### config.mk
export PLATFORM = sky130hd
export DESIGN_NAME = mdio_sched
export DESIGN_NICKNAME = d
export VERILOG_FILES = /design/src/rtl/ether_pkg.sv /design/src/rtl/mdio_poll_timer.sv /design/src/rtl/mdio_sched.sv
export SDC_FILE = /design/constraint.sdc
export NUM_CORES = 1
export LEC_CHECK = 0
export CAP_MARGIN = 20
export CORE_MARGIN = 2
export CORE_UTILIZATION = 50
export CTS_CLUSTER_DIAMETER = 30
export DETAILED_ROUTE_END_ITERATION = 8
export PLACE_DENSITY_LB_ADDON = 0.3
export SYNTH_ARGS = -nofsm -noshare
export SYNTH_HDL_FRONTEND = slang
export SYNTH_SLANG_ARGS = --single-unit
### constraint.sdc
create_clock -name clk -period 4.65 [get_ports clk]
set_input_delay 0.465 -clock clk [delete_from_list [all_inputs] [get_ports clk]]
set_output_delay 0.465 -clock clk [all_outputs]
set_load 0.01 [all_outputs]
### src/rtl/ether_pkg.sv
// Shared types and MDIO constants for the ether block management path.
package ether_pkg;

  localparam int PHY_BITS      = 5;
  localparam int REG_BITS      = 5;
  localparam int MD_DATA_BITS  = 16;
  localparam int BMSR_REG      = 1;
  localparam int BMSR_LINK_BIT = 2;

  typedef enum logic [1:0] {
    ST_IDLE,
    ST_ISSUE,
    ST_WAIT,
    ST_COMPLETE
  } sched_state_t;

endpackage

### src/rtl/mdio_poll_timer.sv
// Free-running poll interval counter; emits a 1-cycle tick on each wrap.
module mdio_poll_timer #(
  parameter int POLL_CYCLES = 12000000
) (
  input  logic clk,
  input  logic rst_n,
  input  logic en_i,
  output logic tick_o
);

  localparam int CNT_BITS = (POLL_CYCLES > 1) ? $clog2(POLL_CYCLES) : 1;

  logic [CNT_BITS-1:0] cnt_q, cnt_d;
  logic                wrap;

  assign wrap   = (cnt_q == CNT_BITS'(POLL_CYCLES - 1));
  assign tick_o = en_i & wrap;

  always_comb begin
    cnt_d = cnt_q;
    if (!en_i || wrap) cnt_d = '0;
    else               cnt_d = cnt_q + 1'b1;
  end

  always_ff @(posedge clk or negedge rst_n) begin
    if (!rst_n) cnt_q <= '0;
    else        cnt_q <= cnt_d;
  end

endmodule

### src/rtl/mdio_sched.sv
// Arbitrates the shared MDIO engine between host commands and the link poller,
// and maintains the per-channel link_up vector from periodic BMSR reads.
module mdio_sched
  import ether_pkg::*;
#(
  parameter int NETHER          = 1,
  parameter int NETHER_BITS     = $clog2(NETHER + 1),
  parameter int POLL_CYCLES     = 12000000,
  parameter int POLL_REG        = BMSR_REG,
  parameter int LINK_BIT        = BMSR_LINK_BIT,
  parameter int MAX_HOST_STREAK = 4
) (
  input  logic                       clk,
  input  logic                       rst_n,
  input  logic                       host_req,
  input  logic                       host_rdwr,
  input  logic [NETHER_BITS-1:0]     host_channel,
  input  logic [PHY_BITS-1:0]        host_phy,
  input  logic [REG_BITS-1:0]        host_reg,
  input  logic [MD_DATA_BITS-1:0]    host_wdata,
  output logic                       host_ack,
  output logic                       host_done,
  output logic [MD_DATA_BITS-1:0]    host_rdata,
  input  logic                       poll_enable,
  input  logic [PHY_BITS*NETHER-1:0] poll_phy,
  output logic                       eng_start,
  output logic                       eng_rdwr,
  output logic [NETHER_BITS-1:0]     eng_channel,
  output logic [PHY_BITS-1:0]        eng_phy,
  output logic [REG_BITS-1:0]        eng_reg,
  output logic [MD_DATA_BITS-1:0]    eng_wdata,
  input  logic                       eng_done,
  input  logic [MD_DATA_BITS-1:0]    eng_rdata,
  output logic [NETHER-1:0]          link_up,
  output logic                       link_event,
  output logic [NETHER-1:0]          link_change_mask
);

  localparam int STREAK_BITS = $clog2(MAX_HOST_STREAK + 1);
  localparam int NCH         = 2 ** NETHER_BITS;

  sched_state_t            state_q, state_d;
  logic [STREAK_BITS-1:0]  streak_q, streak_d;
  logic                    round_q, round_d;
  logic [NETHER_BITS-1:0]  poll_ch_q, poll_ch_d;
  logic                    is_poll_q, is_poll_d;
  logic                    eng_rdwr_q, eng_rdwr_d;
  logic [NETHER_BITS-1:0]  eng_channel_q, eng_channel_d;
  logic [PHY_BITS-1:0]     eng_phy_q, eng_phy_d;
  logic [REG_BITS-1:0]     eng_reg_q, eng_reg_d;
  logic [MD_DATA_BITS-1:0] eng_wdata_q, eng_wdata_d;
  logic [MD_DATA_BITS-1:0] host_rdata_q, host_rdata_d;
  logic [NETHER-1:0]       link_up_q, link_up_d;
  logic                    link_event_q, link_event_d;
  logic [NETHER-1:0]       mask_q, mask_d;

  logic                    tick, poll_pend, host_win, poll_win, new_link;
  logic [NETHER-1:0]       ch_mask;
  logic [PHY_BITS-1:0]     phy_tab [NCH];

  // Pad the per-channel PHY table to a power of two so poll_ch_q indexes it directly.
  genvar gi;
  generate
    for (gi = 0; gi < NCH; gi++) begin : g_phy
      if (gi < NETHER) begin : g_real
        assign phy_tab[gi] = poll_phy[gi*PHY_BITS +: PHY_BITS];
      end else begin : g_pad
        assign phy_tab[gi] = '0;
      end
    end
  endgenerate

  mdio_poll_timer #(.POLL_CYCLES(POLL_CYCLES)) u_timer (
    .clk    (clk),
    .rst_n  (rst_n),
    .en_i   (poll_enable),
    .tick_o (tick)
  );

  assign poll_pend = round_q & poll_enable;
  assign host_win  = host_req & ~(poll_pend & (streak_q == STREAK_BITS'(MAX_HOST_STREAK)));
  assign poll_win  = poll_pend & ~host_win;
  assign ch_mask   = NETHER'(1) << poll_ch_q;
  assign new_link  = eng_rdata[LINK_BIT];

  always_ff @(posedge clk or negedge rst_n) begin
    if (!rst_n) state_q <= ST_IDLE;
    else        state_q <= state_d;
  end

  always_comb begin
    state_d = state_q;
    case (state_q)
      ST_IDLE:     if (host_win || poll_win) state_d = ST_ISSUE;
      ST_ISSUE:    state_d = ST_WAIT;
      ST_WAIT:     if (eng_done) state_d = ST_COMPLETE;
      ST_COMPLETE: state_d = ST_IDLE;
      default:     state_d = ST_IDLE;
    endcase
  end

  always_comb begin
    host_ack  = (state_q == ST_IDLE) && host_win;
    eng_start = (state_q == ST_ISSUE);
    host_done = (state_q == ST_COMPLETE) && !is_poll_q;
  end

  always_comb begin
    streak_d      = streak_q;
    round_d       = round_q;
    poll_ch_d     = poll_ch_q;
    is_poll_d     = is_poll_q;
    eng_rdwr_d    = eng_rdwr_q;
    eng_channel_d = eng_channel_q;
    eng_phy_d     = eng_phy_q;
    eng_reg_d     = eng_reg_q;
    eng_wdata_d   = eng_wdata_q;
    host_rdata_d  = host_rdata_q;
    link_up_d     = link_up_q;
    link_event_d  = 1'b0;
    mask_d        = '0;

    // A tick while a round is still running is dropped, never queued.
    if (tick && !round_q) begin
      round_d   = 1'b1;
      poll_ch_d = '0;
    end

    case (state_q)
      ST_IDLE: begin
        if (round_q && !poll_enable) round_d = 1'b0;
        if (host_win) begin
          is_poll_d     = 1'b0;
          eng_rdwr_d    = host_rdwr;
          eng_channel_d = host_channel;
          eng_phy_d     = host_phy;
          eng_reg_d     = host_reg;
          eng_wdata_d   = host_wdata;
          if (streak_q != STREAK_BITS'(MAX_HOST_STREAK)) streak_d = streak_q + 1'b1;
        end else if (poll_win) begin
          is_poll_d     = 1'b1;
          eng_rdwr_d    = 1'b1;
          eng_channel_d = poll_ch_q;
          eng_phy_d     = phy_tab[poll_ch_q];
          eng_reg_d     = REG_BITS'(POLL_REG);
          eng_wdata_d   = '0;
          streak_d      = '0;
        end
      end
      ST_WAIT: begin
        if (eng_done) begin
          if (is_poll_q) begin
            if (new_link != |(link_up_q & ch_mask)) begin
              link_up_d    = new_link ? (link_up_q | ch_mask) : (link_up_q & ~ch_mask);
              link_event_d = 1'b1;
              mask_d       = ch_mask;
            end
          end else begin
            host_rdata_d = eng_rdwr_q ? eng_rdata : '0;
          end
        end
      end
      ST_COMPLETE: begin
        if (is_poll_q) begin
          if (poll_ch_q == NETHER_BITS'(NETHER - 1) || !poll_enable) round_d = 1'b0;
          else poll_ch_d = poll_ch_q + 1'b1;
        end
      end
      default: ;
    endcase
  end

  always_ff @(posedge clk or negedge rst_n) begin
    if (!rst_n) begin
      streak_q      <= '0;
      round_q       <= 1'b0;
      poll_ch_q     <= '0;
      is_poll_q     <= 1'b0;
      eng_rdwr_q    <= 1'b0;
      eng_channel_q <= '0;
      eng_phy_q     <= '0;
      eng_reg_q     <= '0;
      eng_wdata_q   <= '0;
      host_rdata_q  <= '0;
      link_up_q     <= '0;
      link_event_q  <= 1'b0;
      mask_q        <= '0;
    end else begin
      streak_q      <= streak_d;
      round_q       <= round_d;
      poll_ch_q     <= poll_ch_d;
      is_poll_q     <= is_poll_d;
      eng_rdwr_q    <= eng_rdwr_d;
      eng_channel_q <= eng_channel_d;
      eng_phy_q     <= eng_phy_d;
      eng_reg_q     <= eng_reg_d;
      eng_wdata_q   <= eng_wdata_d;
      host_rdata_q  <= host_rdata_d;
      link_up_q     <= link_up_d;
      link_event_q  <= link_event_d;
      mask_q        <= mask_d;
    end
  end

  assign eng_rdwr         = eng_rdwr_q;
  assign eng_channel      = eng_channel_q;
  assign eng_phy          = eng_phy_q;
  assign eng_reg          = eng_reg_q;
  assign eng_wdata        = eng_wdata_q;
  assign host_rdata       = host_rdata_q;
  assign link_up          = link_up_q;
  assign link_event       = link_event_q;
  assign link_change_mask = mask_q;

endmodule

==> reports/metrics.yaml <==
run_status: "completed"
pin_count: 104
globalplace.congestion: 0.7789
final-max-slew-violation-count: 0
route.vias.total: 2889
critical_path_arrival_ns: 2.77
ys_top_cells_by_count: "sky130_fd_sc_hd__dfrtp_1 (79), sky130_fd_sc_hd__nand2_1 (47), sky130_fd_sc_hd__o21ai_0 (25), sky130_fd_sc_hd__a22o_1 (20), sky130_fd_sc_hd__nor2_1 (19)"
grt.busiest_layer: "met2"
largest_register_ff_count: 24
hpwl_um: 5494
layout_worst_path_cycle_share_pct: 69.51
tightest_slew_ns: 0.9671
asyncSetResetFlopFracSynth_pct: 100.0
wl_per_cell_um: 14.95
cpMaxStageDelayCell: "sky130_fd_sc_hd__clkdlybuf4s50_1"
fin_area_mm2: 0.004843
unrepaired_setup_endpoints_after_global_routing: "no"
power_density_mw_per_mm2: 531.6
nNetsFinal: 495
postSynthRegisterBits: 79
finClkSkew_ns: 0.009469
wl_um: 7999
global_route.usage.met1_pct: 29.52
drt_pre_antenna_iters: 4
fin_cells: 535
combined_global_route_utilization_of_all_metal_layers_pct: 21.87
cts_tree: "done"
synth_cell_types: 44
initial_utilization_pct: 51.53
flow.area_growth_from_synthesis_pct: 38.35
cts_num_sinks: 79
most_frequent_cell_after_synthesis: "sky130_fd_sc_hd__dfrtp_1"
final_antenna_net_count: 0
worst_rel_slew_slack_pct: 35.33
drive_above_1_share_pct: 7.517
grt_first_pass_wirelength_um: 13140
fp-row-count: 30
hold_class: "in -> async"
num-fill-cells: 499
cp-startpoint: "streak_q[0]"
syn-cell-area_mm2: 0.003501
clock_buffer_depth: 2
startpoint_type: "flip-flop"
cp-end-kind: "output pin"
vdd_ir_drop_max_mv: 0.2148
post-route-min-period_ns: 3.232
netlist_instances: 334
grt_use_met2_pct: 34.64
number_of_antenna_violations_at_the_first_check_in_global_routing: 0
synth_ff_type: "sky130_fd_sc_hd__dfrtp_1"
synth.net_count: 395
synth_area_per_cell_um2: 10.48
grt_use_met3_pct: 3.582
max_freq_mhz: 309.4
yosys_warnings: 0
ctsHtreeMaxLevel: 3
maximum_number_of_pins_on_one_net_before_global_route_repair: 80
timing.critical_path.max_delay_family: "buffers and inverters"
final_core_util_pct: 71.29
clock_insertion_delay_worst_skew_ns: 0.35
placed_cells_incl_taps: 517
post_cts.repair.setup_buffers: 0
clkSlewWorstSetupHoldPaths_ns: 0.08
cp_max_fo: 30
reg2reg_from: "u_timer.cnt_q[10]"
first_iter_violations: 147
buffer_ports.inserted: 103
dieWidth_um: 87.68
maxCapViolCount: 0
coreArea_mm2: 0.006794
slowest_delay_ns: 0.69
clk_root_buffer_cell: "sky130_fd_sc_hd__clkbuf_8"
drc: 0
largest_register: "u_timer.cnt_q"
static-leakage-power_nw: 2.105
overall_die_area_mm2: 0.007687
seq_area_frac_synth_pct: 56.47
final_hold_viol_count: 0
final.setup.tns_ns: 0
drt-vias-per-instance: 5.400
synth_top_cell_area_share_pct: 56.47
dpl-instance-area_mm2: 0.004576
vertical_die_dimension_um: 87.68
path_cells: "inv_1 > ha_1 > nand2_1 > o21a_1 > nand2_1 > inv_1 > clkdlybuf4s50_1"
yosys.area.top_type: "sky130_fd_sc_hd__dfrtp_1"
synth-edff-count: 0
synth_top_cells_by_area: "sky130_fd_sc_hd__dfrtp_1 (56%), sky130_fd_sc_hd__nand2_1 (5.0%), sky130_fd_sc_hd__a22o_1 (5.0%)"
antenna_diodes: 0
final-setup-viol-count: 0
timing_worst_setup_path_type: "reg -> out"
numCtsBuffers: 9
grt_overflow: 0
critPathBufInv: 3
worst-endpoint-required_ns: 4.18
vias_in_the_first_global_route: 2782
## through the flow
stage	setup slack [ns]	hold WS [ns]	total power, W
5_1_grt	1.214	0.4769	0.002746
3_3_place_gp	1.558	0.4550	0.001969
2_1_floorplan	2.635	0.1694	0.001484
4_1_cts	1.402	0.2976	0.002596
6_report	1.418	0.4707	0.002575
3_5_place_dp	1.527	0.4707	0.002011
## kinds of logic (layout without fill, tap and decap cells)
logic type	count (synthesis)	after routing	synth area share [%]
AND/OR/NAND/NOR	112	112	16.12
multiplexers	1	1	0.3216
adder cells (fa/ha/maj)	7	7	2.502
XOR/XNOR	10	10	2.502
flip-flops	79	79	56.47
AO/OA/AOI/OAI	90	90	17.83
buffers and inverters	35	140	4.253
## worst register-to-register path, cell delays in order (launching register included)
cell	delay (ns)
sky130_fd_sc_hd__dfrtp_1	0.42
sky130_fd_sc_hd__or4b_2	0.67
sky130_fd_sc_hd__nor4_1	0.44
sky130_fd_sc_hd__a31o_2	0.57
sky130_fd_sc_hd__nor2_1	0.12
## metal layers
metal  part of all wire, %  vias up  routed length (um)
li1                      -     1387                   -
met1                    44     1409                3482
met2                    49       80                3941
met3                   5.3       13                 421
met4                   1.9        0                 153
met5                     0        -                   0
## layout by cell type, fill, tap and decap left out, drive strengths merged, types with 11 or more instances in the layout
cell type	instances
nand3	11
nor2	19
inv	19
a22o	20
clkdlybuf4s50	102
a21oi	18
dfrtp	79
or4	11
clkbuf	11
o21ai	25
nand2	47
## path summary, 6_finish.rpt
kind | end | slack (ns) | cells past startpoint
max | host_ack | 1.42 | 7
min | eng_wdata[7] | 0.47 | 2
max reg2reg | u_timer.cnt_q[9] | 2.31 | 4
min reg2reg | host_rdata[6] | 0.49 | 2
max in group asynchronous | u_timer.cnt_q[15] | 3.60 | 3
min in group clk | host_rdata[6] | 0.49 | 2
## where the power goes
group          switching (W)  internal (W)  total (W)
Combinational       0.000423      0.000547   0.000970
Sequential          0.000139      0.000890    0.00103
Clock               0.000244      0.000332   0.000576
Total               0.000806       0.00177    0.00257
## what timing repair did
action                                 CTS  global route
hold buffers                             0             1
endpoints found under the hold margin    0             6
gates resized for setup                  0             0
## cell type report
class | count | area, um2 | share of cell area [%]
Multi-Input combinational cell | 220 | 1375 | 28.39
Sequential cell | 79 | 1977 | 40.82
Tap cell | 96 | 120.1 | 2.480
Clock buffer | 11 | 151.4 | 3.126
Inverter | 18 | 67.56 | 1.395
Timing Repair Buffer | 106 | 1074 | 22.16
Clock inverter | 5 | 78.83 | 1.627
No activity file was read; power rests on OpenSTA's default activity.
==> RTL change: new RTL, same settings <==
Encoding of `sched_state_t`: now one-hot (4 bits for 4 states).
--- a/src/rtl/ether_pkg.sv
+++ b/src/rtl/ether_pkg.sv
@@ -8,9 +8,9 @@
   localparam int BMSR_LINK_BIT = 2;
 
-  typedef enum logic [1:0] {
-    ST_IDLE,
-    ST_ISSUE,
-    ST_WAIT,
-    ST_COMPLETE
+  typedef enum logic [3:0] {
+    ST_IDLE     = 4'b0001,
+    ST_ISSUE    = 4'b0010,
+    ST_WAIT     = 4'b0100,
+    ST_COMPLETE = 4'b1000
   } sched_state_t;
 
Behaviour: same outputs for any inputs over 10 cycles, from zero or initial values and one cycle with rst_n low; not proved beyond that.
==> RTL change against the original RTL <==
First-iteration DRC count increased by 29%; highest routed layer unchanged; area after synthesis up 2.5%; cell area grew 2.8%; critical endpoint unchanged; largest power group unchanged; sequential cell count increased by 2; largest cell class unchanged; critical path type unchanged; wire length grew 6.5%; fmax is 3.4% lower; power is 2.6% lower; worst setup slack got worse by 0.11 ns.
==> RTL change: results (changes against the original RTL) <==
stage;metric;value;unit;change
run_status;outcome;finished, final reports clean;;
sta;clock_skew;0.00854;ns;-0.000930 ns
placed_design;port_buffers;103;;unchanged
cts;cts-root-buf;clkbuf_8;;
logic_synthesis;syn-num-nets;404;;+2.3%
logic_synthesis;synthTopCellsByCount;80 x dfrtp_1, 48 x nand2_1, 28 x nor2_1;;
routing;drt_pass1_iterations;4;;unchanged
routing;route.met2.wl;4120;µm;+4.5%
cts;clk_latency;0.34;ns;
logic_synthesis;synth_seq_area_share;0.565;;+0.000710
worst_hold_path;hold_path_class;in2async;;
layout;layout-drive-gt1-share;0.0689;;-0.00628
critical_path;cp-start-kind;register;;
routing;wl_met1;3760;µm;+8.0%
cts;ctsResizeCount;0;;unchanged
routing;num_vias;2937;;+1.7%
logic_synthesis;synth-async-reset-ratio;1.00;;unchanged
cts;htreeDepth;3;;unchanged
cts;cts_made_buffers;9;;unchanged
critical_path;cp.arrival;2.88;ns;+0.11 ns
grt;grt_pass1_wl;13300;µm;+1.3%
sta;finalHoldViolations;0;;unchanged
layout;fillers;491;;-1.6%
logic_synthesis;synth-main-ff-cell;dfrtp_1;;
grt;grt_pass1_vias;2811;;+1.0%
sta;relSlewSlack;0.377;;+0.0237
routing;met3WireLength;449;µm;+6.7%
grt;grt_max_degree;82;;+2.5%
layout;antenna_cells;0;;unchanged
critical_path;critPathSlowestCell;clkdlybuf4s50_1;;
grt;grt_usage;0.220;;+0.000834
layout;top_register;u_timer.cnt_q;;
logic_synthesis;synth.distinct_cells;48;;+9.1%
placed_design;place_congestion;0.869;;+12%
cts;clk_pin_slew;0.08;ns;about the same
power_and_ir_drop;ir_drop;0.396;mV;+85%
power_and_ir_drop;p_leak;2.08;nW;-1.3%
routing;wl;8520;µm;+6.5%
layout;layout.nets;502;;+1.4%
sta;setup_violations;0;;unchanged
logic_synthesis;yosys_warnings;0;;unchanged
placed_design;dp_hpwl;5980;µm;+8.8%
placed_design;dp_cells;529;;+2.3%
layout;largest_reg_flops;24;;unchanged
cts;postCtsSetupRepairBufs;0;;unchanged
critical_path;cp_top_family;buffers and inverters;;
critical_path;worst-path-max-fanout;22;;-27%
critical_path;r2r_start;state_q[0]$_DFFE_PN1P_;;
logic_synthesis;postSynthCellCount;347;;+3.9%
routing;wl_per_cell;15.6;µm;+4.4%
logic_synthesis;ys_top_cells_by_area;dfrtp_1 56%, nand2_1 5.0%, a22o_1 4.9%;;
routing;drt_iter0_markers;189;;+29%
grt;antenna_found_initial;0;;unchanged
critical_path;cpPeakStageDelay;0.66;ns;-0.03 ns
-- RTL change: report_power, final --
part / leakage [nW] / switching [mW] / internal [mW]
Combinational: 0.883 / 0.353 / 0.454
Sequential: 1.06 / 0.140 / 0.880
Clock: 0.137 / 0.253 / 0.429
Total: 2.08 / 0.746 / 1.76
-- RTL change: stage by stage --
stage	worst slack, ns	hold WS, ns	area (µm²)	util
after floorplan	2.64	0.169	3590	-
after global placement	1.44	0.462	4680	0.681
after detailed placement	1.39	0.472	4680	0.681
after CTS	1.31	0.318	4950	0.721
after global routing	1.06	0.0673	4980	0.725
final	1.30	0.0570	4980	0.725
-- RTL change: area by class of cell --
class / instances / area [µm²] / area share
Timing Repair Buffer: 104 / 1060 / 0.212
Clock buffer: 10 / 138 / 0.0276
Sequential cell: 81 / 2030 / 0.407
Clock inverter: 6 / 138 / 0.0276
Inverter: 13 / 48.8 / 0.00980
Tap cell: 96 / 120 / 0.0241
Multi-Input combinational cell: 236 / 1450 / 0.291
-- RTL change: final timing paths --
kind,end,slack (ns),depth (start not counted)
min in group clk,host_rdata[13]$_DFFE_PN0P_,0.48,2
max in group asynchronous,streak_q[2]$_DFFE_PN0P_,4.02,2
setup reg to reg,streak_q[0]$_DFFE_PN0P_,1.79,5
setup / recovery,host_ack,1.30,4
hold reg to reg,host_rdata[13]$_DFFE_PN0P_,0.48,2
hold / removal,u_timer.cnt_q[18]$_DFF_PN0_,0.06,1
-- RTL change: logic make-up (layout without fill, tap and decap cells) --
logic type	after synthesis	after routing	share of synthesized area
muxes	3	3	0.00872
adders and majority gates	3	3	0.0105
DFF	81	81	0.565
xor gates and xnor gates	13	13	0.0317
buffers and inverters	30	133	0.0342
AOI/OAI and AO/OA	80	80	0.149
and+or+nand+nor	137	137	0.201
-- RTL change: metal layers --
metal,global-route usage,vias up
met1,0.296,1394
met3,0.0448,18
met4,0.0909,0
li1,-,1430
met5,0,-
met2,0.348,95
-- RTL change: worst register-to-register path, stage by stage (launching register included) --
cell and delay (ns):
dfstp_2 0.59, nor4b_2 0.54, nand2b_1 0.62, inv_1 0.56, o21ai_0 0.23, a21o_1 0.22
